===== src/rtl/bar_counter_pkg.sv =====
// bar_counter_pkg
//   Shared types and constants for the bar_counter level source.
//   - state_e     : level-control state machine encoding
//   - LEVEL_W     : width of the level bus into the display stage
//   - *_DEF       : default parameter values for the top and sub-module
//   - cnt_width() : counter width for a 0..n-1 counter (never below 1)
package bar_counter_pkg;

  localparam int LEVEL_W         = 5;
  localparam int MAX_COUNT_DEF   = 16;
  localparam int DB_CYCLES_DEF   = 500000;
  localparam int TICK_CYCLES_DEF = 25000000;

  typedef enum logic [1:0] {
    MANUAL    = 2'd0,
    AUTO_UP   = 2'd1,
    AUTO_DOWN = 2'd2
  } state_e;

  function automatic int cnt_width(input int n);
    return (n > 1) ? $clog2(n) : 1;
  endfunction

endpackage


===== src/rtl/bar_counter_btn_conditioner.sv =====
// btn_conditioner
//   Turns one raw push-button into a single-cycle press pulse:
//   2-FF synchroniser -> optional debounce filter -> rising-edge detect.
//   Optional feature macro: BAR_COUNTER_DEBOUNCE_EN (compiles in the filter;
//   without it the debounced level is the synchronised level and DB_CYCLES
//   is unused).
// Ports
//   clk     in   system clock
//   rst     in   async active-high reset
//   btn_raw in   asynchronous raw button level
//   press   out  one-cycle pulse on each debounced rising edge
module btn_conditioner
  import bar_counter_pkg::*;
#(
  parameter int DB_CYCLES = DB_CYCLES_DEF
) (
  input  logic clk,
  input  logic rst,
  input  logic btn_raw,
  output logic press
);

  logic [1:0] sync_q, sync_d;
  logic       edge_q, edge_d;
  logic       lvl;

  always_comb begin
    sync_d = {sync_q[0], btn_raw};
  end

  always_ff @(posedge clk or posedge rst) begin
    if (rst) sync_q <= '0;
    else     sync_q <= sync_d;
  end

`ifdef BAR_COUNTER_DEBOUNCE_EN
  localparam int DB_W = cnt_width(DB_CYCLES);
  localparam logic [DB_W-1:0] DB_LAST = DB_W'(DB_CYCLES - 1);

  logic [DB_W-1:0] db_cnt_q, db_cnt_d;
  logic            db_lvl_q, db_lvl_d;

  // The level only flips after DB_CYCLES consecutive disagreeing cycles;
  // a single agreeing cycle restarts the count.
  always_comb begin
    db_cnt_d = '0;
    db_lvl_d = db_lvl_q;
    if (sync_q[1] != db_lvl_q) begin
      if (db_cnt_q == DB_LAST) begin
        db_lvl_d = sync_q[1];
      end else begin
        db_cnt_d = db_cnt_q + 1'b1;
      end
    end
  end

  always_ff @(posedge clk or posedge rst) begin
    if (rst) begin
      db_cnt_q <= '0;
      db_lvl_q <= 1'b0;
    end else begin
      db_cnt_q <= db_cnt_d;
      db_lvl_q <= db_lvl_d;
    end
  end

  assign lvl = db_lvl_q;
`else
  assign lvl = sync_q[1];
`endif

  always_comb begin
    edge_d = lvl;
  end

  always_ff @(posedge clk or posedge rst) begin
    if (rst) edge_q <= 1'b0;
    else     edge_q <= edge_d;
  end

  assign press = lvl & ~edge_q;

endmodule


===== src/rtl/bar_counter.sv =====
// bar_counter
//   Saturating 0..MAX_COUNT level source for the 16-LED thermometer bar,
//   with push-button control and an auto up/down sweep on a prescaled tick.
//   Optional feature macro: BAR_COUNTER_DEBOUNCE_EN (button debounce filter,
//   applied inside btn_conditioner; auto_en is only synchronised).
// Ports
//   clk         in   system clock
//   rst         in   async active-high reset
//   btn_up      in   raw button, increment
//   btn_down    in   raw button, decrement
//   btn_clear   in   raw button, clear to 0
//   auto_en     in   raw level switch, 1 selects auto sweep
//   counter_out out  current level 0..MAX_COUNT (5 bits)
//   at_max      out  counter_out == MAX_COUNT
//   at_min      out  counter_out == 0
//   dir_up      out  sweep direction, 0 only in AUTO_DOWN
//
// state     | meaning
// ----------+---------------------------------------------------
// MANUAL    | buttons step the level; prescaler held at 0
// AUTO_UP   | level +1 per tick; reaching MAX_COUNT turns down
// AUTO_DOWN | level -1 per tick; reaching 0 turns up
module bar_counter
  import bar_counter_pkg::*;
#(
  parameter int DB_CYCLES   = DB_CYCLES_DEF,
  parameter int TICK_CYCLES = TICK_CYCLES_DEF,
  parameter int MAX_COUNT   = MAX_COUNT_DEF
) (
  input  logic               clk,
  input  logic               rst,
  input  logic               btn_up,
  input  logic               btn_down,
  input  logic               btn_clear,
  input  logic               auto_en,
  output logic [LEVEL_W-1:0] counter_out,
  output logic               at_max,
  output logic               at_min,
  output logic               dir_up
);

  localparam int PRESC_W = cnt_width(TICK_CYCLES);
  localparam logic [PRESC_W-1:0] TICK_LAST = PRESC_W'(TICK_CYCLES - 1);
  localparam logic [LEVEL_W-1:0] LVL_MAX   = LEVEL_W'(MAX_COUNT);
  localparam logic [LEVEL_W-1:0] LVL_ONE   = LEVEL_W'(1);

  logic up_press, down_press, clr_press;

  btn_conditioner #(.DB_CYCLES(DB_CYCLES)) u_cond_up (
    .clk(clk), .rst(rst), .btn_raw(btn_up), .press(up_press)
  );
  btn_conditioner #(.DB_CYCLES(DB_CYCLES)) u_cond_down (
    .clk(clk), .rst(rst), .btn_raw(btn_down), .press(down_press)
  );
  btn_conditioner #(.DB_CYCLES(DB_CYCLES)) u_cond_clr (
    .clk(clk), .rst(rst), .btn_raw(btn_clear), .press(clr_press)
  );

  logic [1:0]         auto_sync_q, auto_sync_d;
  state_e             state_q, state_d;
  logic [LEVEL_W-1:0] level_q, level_d;
  logic [PRESC_W-1:0] presc_q, presc_d;
  logic               auto_on;
  logic               tick;

  assign auto_on = auto_sync_q[1];
  assign tick    = (presc_q == TICK_LAST);

  always_comb begin
    auto_sync_d = {auto_sync_q[0], auto_en};
  end

  always_comb begin
    state_d = state_q;
    level_d = level_q;
    presc_d = presc_q;
    case (state_q)
      MANUAL: begin
        presc_d = '0;
        if (auto_on) begin
          state_d = (level_q == LVL_MAX) ? AUTO_DOWN : AUTO_UP;
        end else if (clr_press) begin
          level_d = '0;
        end else if (up_press && down_press) begin
          level_d = level_q;
        end else if (up_press) begin
          if (level_q != LVL_MAX) level_d = level_q + LVL_ONE;
        end else if (down_press) begin
          if (level_q != '0) level_d = level_q - LVL_ONE;
        end
      end
      AUTO_UP, AUTO_DOWN: begin
        // Exit outranks clear and tick: a tick in the exit cycle is dropped.
        if (!auto_on) begin
          state_d = MANUAL;
          presc_d = '0;
        end else if (clr_press) begin
          level_d = '0;
          state_d = AUTO_UP;
          presc_d = '0;
        end else begin
          presc_d = tick ? '0 : presc_q + 1'b1;
          if (tick) begin
            if (state_q == AUTO_UP) begin
              if (level_q != LVL_MAX) level_d = level_q + LVL_ONE;
              if (level_q + LVL_ONE >= LVL_MAX) state_d = AUTO_DOWN;
            end else begin
              if (level_q != '0) level_d = level_q - LVL_ONE;
              if (level_q <= LVL_ONE) state_d = AUTO_UP;
            end
          end
        end
      end
      default: begin
        state_d = MANUAL;
        presc_d = '0;
      end
    endcase
  end

  always_ff @(posedge clk or posedge rst) begin
    if (rst) begin
      auto_sync_q <= '0;
      state_q     <= MANUAL;
      level_q     <= '0;
      presc_q     <= '0;
    end else begin
      auto_sync_q <= auto_sync_d;
      state_q     <= state_d;
      level_q     <= level_d;
      presc_q     <= presc_d;
    end
  end

  assign counter_out = level_q;
  assign at_max      = (level_q == LVL_MAX);
  assign at_min      = (level_q == '0);
  assign dir_up      = (state_q != AUTO_DOWN);

endmodule


===== config.mk =====
export PLATFORM = sky130hd
export DESIGN_NAME = bar_counter
export DESIGN_NICKNAME = d
export VERILOG_FILES = /design/src/rtl/bar_counter_pkg.sv /design/src/rtl/bar_counter_btn_conditioner.sv /design/src/rtl/bar_counter.sv
export SDC_FILE = /design/constraint.sdc
export NUM_CORES = 1
export LEC_CHECK = 0
export BUFFER_PORTS_ARGS = -buffer_cell sky130_fd_sc_hd__buf_2
export CORE_ASPECT_RATIO = 1.25
export CORE_UTILIZATION = 49
export CTS_CLUSTER_DIAMETER = 30
export DETAILED_ROUTE_END_ITERATION = 16
export PLACE_DENSITY = 0.69
export SYNTH_ARGS = -nofsm -noshare
export SYNTH_HDL_FRONTEND = slang
export SYNTH_HIERARCHICAL = 1
export SYNTH_SLANG_ARGS = --single-unit

===== constraint.sdc =====
create_clock -name clk -period 2.6 [get_ports clk]
set_clock_uncertainty 0.1 [all_clocks]
set_input_delay 0.65 -clock clk [delete_from_list [all_inputs] [get_ports clk]]
set_output_delay 0.65 -clock clk [all_outputs]
set_load 0.005 [all_outputs]

==> metrics.cfg <==
[pwr]
p_total_mw = 2.16
p_per_area_nw_per_um2 = 819
switching_power_uw = 832
peakVddDrop_mv = 0.327
cellLeakagePower_nw = 1.19
comb_power_share_pct = 43.0
intPower_mw = 1.32
pwr-share-clk_pct = 20.0
power_frac_seq_pct = 37.0
sw_frac_of_total_pct = 38.6

[clock_network]
clock_path_buffers = 2
numCtsBuffers = 5
clkSlewWorstSetupHoldPaths_ns = 0.09
post_cts_resized = 0
cts-root-buf = clkbuf_8
post_cts_buffers = 0
cts_tree = yes
cts_hold_buffers = 0
clock_latency_ns = 0.30
ctsHtreeMaxLevel = 2
cts.sinks = 43

[routing]
wire_per_inst_microns = 14.1
wl_microns = 4570
initialDrtViolationCount = 143
drtAntennaViolNets = 0
drcViolationCount = 0
first_pass_iters = 4
vias = 1795
viasPerCell = 5.56

[synthesis]
synth_common_cells = dfrtp_1, nor2_1, inv_1, xor2_1, nand2_1
yosysTopAreaCell = dfrtp_1
synth-edff-count = 0
ys_seq_elements = 43
synth_cells = 242
ys.flop_type = dfrtp_1
avgSynthCellArea_sq_um = 9.70
async_reset_ff_share_pct = 100
syn_nets = 257
synth_cell_types = 49
syn_area_sq_um = 2350
synth.most_common_cell = dfrtp_1
synth_top_area_share_pct = 45.8
ys_seq_area_share_pct = 45.8
ys_warn_count = 6
yosys-top-cells-area = dfrtp_1, xor2_1, ha_1

[grt]
grt_max_degree = 35
overflow = 0
grt_pass1_vias = 1792
grt_usage_pct = 21.5
grt_pass1_wl_microns = 8360
antenna_found_initial = 0

[timing]
fin_tns_setup_ns = 0
relSlewSlack_pct = 69.0
tightest_slew_ns = 0.452
drv_slew = 0
rsz0062_at_grt = no
period_share_pct = 95.8
max_freq_ghz = 0.402
setup_ws_ns = 0.110
setup_viol = 0
fin_crit_ns = 2.49
hold_viol = 0

[setup_path]
crit_arrival_ns = 2.63
cp_max_fo = 4
worstSetupStartpoint = presc_q[17]
worst_setup_path_end_kind = register
required_ns = 2.74
startpoint_type = register
rr_startpoint = presc_q[17]
path_class = reg -> reg

[floorplanning]
initial_core_util_pct = 52.3
core-area_sq_um = 4490
die_w_microns = 63.9
die-area_sq_um = 5080
top_level_ports = 14
die_h_microns = 79.4
rows = 27

[run]
max-cap-violations = 0

[cells_and_area]
fin_nets = 279
final_core_util_pct = 58.6
antenna_cells = 0
drive_gt1_share_pct = 16.2
fillerInstances = 382
stdcell_area_sq_um = 2630
area_growth_pct = 12.1

[place]
preCtsSetupSlack_ns = 0.148
hpwl_microns = 3300
port_buffers = 13
postPlaceCellArea_sq_um = 2540
gp_congestion = 0.832

[hold_path]
hp-class = in -> async

[status]
status = finished clean

-- power by group through the flow --
stage | Combinational, mW | Clock, mW | Sequential (mW)
after floorplan | 0.651 | 0 | 0.802
after global placement | 0.919 | 0 | 0.808
after detailed placement | 0.923 | 0 | 0.812
after CTS | 0.926 | 0.449 | 0.798
after global routing | 1.05 | 0.481 | 0.810
final | 0.927 | 0.431 | 0.798
-- metal layers --
metal | GRT usage, % | share of wire, % | vias up
li1 | - | - | 899
met1 | 27.0 | 46 | 871
met2 | 36.5 | 50 | 18
met3 | 3.57 | 2.1 | 7
met4 | 8.64 | 1.7 | 0
met5 | 0 | 0 | -
-- logic make-up (layout without fill, tap and decap cells) --
family	after synthesis	in the layout	share of synthesized area, %
AO/OA/AOI/OAI	42	42	12.9
XOR/XNOR	20	20	7.46
adder cells (fa/ha/maj)	9	9	4.79
buffers and inverters	26	49	4.16
flip-flops	43	43	45.8
multiplexers	4	4	1.76
AND/OR/NAND/NOR	98	98	23.1
-- flip-flops by register name, summed over array words and instances (netlist names) --
signal and flops:
auto_sync_q 2, u_cond_down/sync_q 2, u_cond_down/edge_q 1, u_cond_up/sync_q 2, counter_out 5, state_q 2, u_cond_up/edge_q 1, u_cond_clr/sync_q 2
u_cond_clr/edge_q 1, presc_q 25
-- final timing paths --
check / end / slack (ns) / cells past startpoint
max in group asynchronous: presc_q[22] / 1.73 / 3
worst max register to register: counter_out[1] / 0.11 / 5
worst min-delay path: u_cond_clr/sync_q[1] / 0.12 / 2
worst max-delay path: counter_out[1] / 0.11 / 5
worst min register to register: auto_sync_q[1] / 0.25 / 0
min in group clk: auto_sync_q[1] / 0.25 / 0
-- critical path: stages (launching register included) --
cell      delay (ns)
dfrtp_1         0.38
or4_1           0.51
or4_4           0.57
or4_1           0.51
a211oi_2        0.25
a211o_1         0.12
-- through the flow --
stage                     hold WS, ns  instances
after global routing            0.125        323
final                           0.120        323
after floorplan                 0.231        242
after global placement          0.233        315
after CTS                       0.116        323
after detailed placement        0.235        315
-- cells in the final DEF (no fill, tap or decap), types with 3 or more instances in the layout --
| master | count |
|---|---|
| nor2_1 | 30 |
| and3_1 | 5 |
| ha_1 | 9 |
| nand4_1 | 5 |
| nand2_1 | 14 |
| a21oi_1 | 8 |
| nand3_1 | 11 |
| and4_1 | 5 |
| dfrtp_1 | 43 |
| or3_1 | 5 |
| inv_1 | 16 |
| buf_2 | 13 |
| clkbuf_8 | 5 |
| buf_4 | 12 |
| xnor2_1 | 5 |
| xor2_1 | 15 |
| mux2i_1 | 3 |
| o21ai_0 | 8 |
| nor2b_4 | 3 |
| a32o_1 | 3 |
| nor3_1 | 3 |
-- area by class of cell --
| cell class | instances | area [sq um] | share of cell area [%] |
|---|---|---|---|
| multi-input combinational | 173 | 1170 | 44.6 |
| sequential | 43 | 1080 | 40.9 |
| timing repair buffer | 25 | 155 | 5.89 |
| tap | 58 | 72.6 | 2.76 |
| clock buffer | 5 | 68.8 | 2.61 |
| inverter | 16 | 60.1 | 2.28 |
| clock inverter | 3 | 25.0 | 0.951 |
Note: power is estimated with default switching activity, not from simulation.
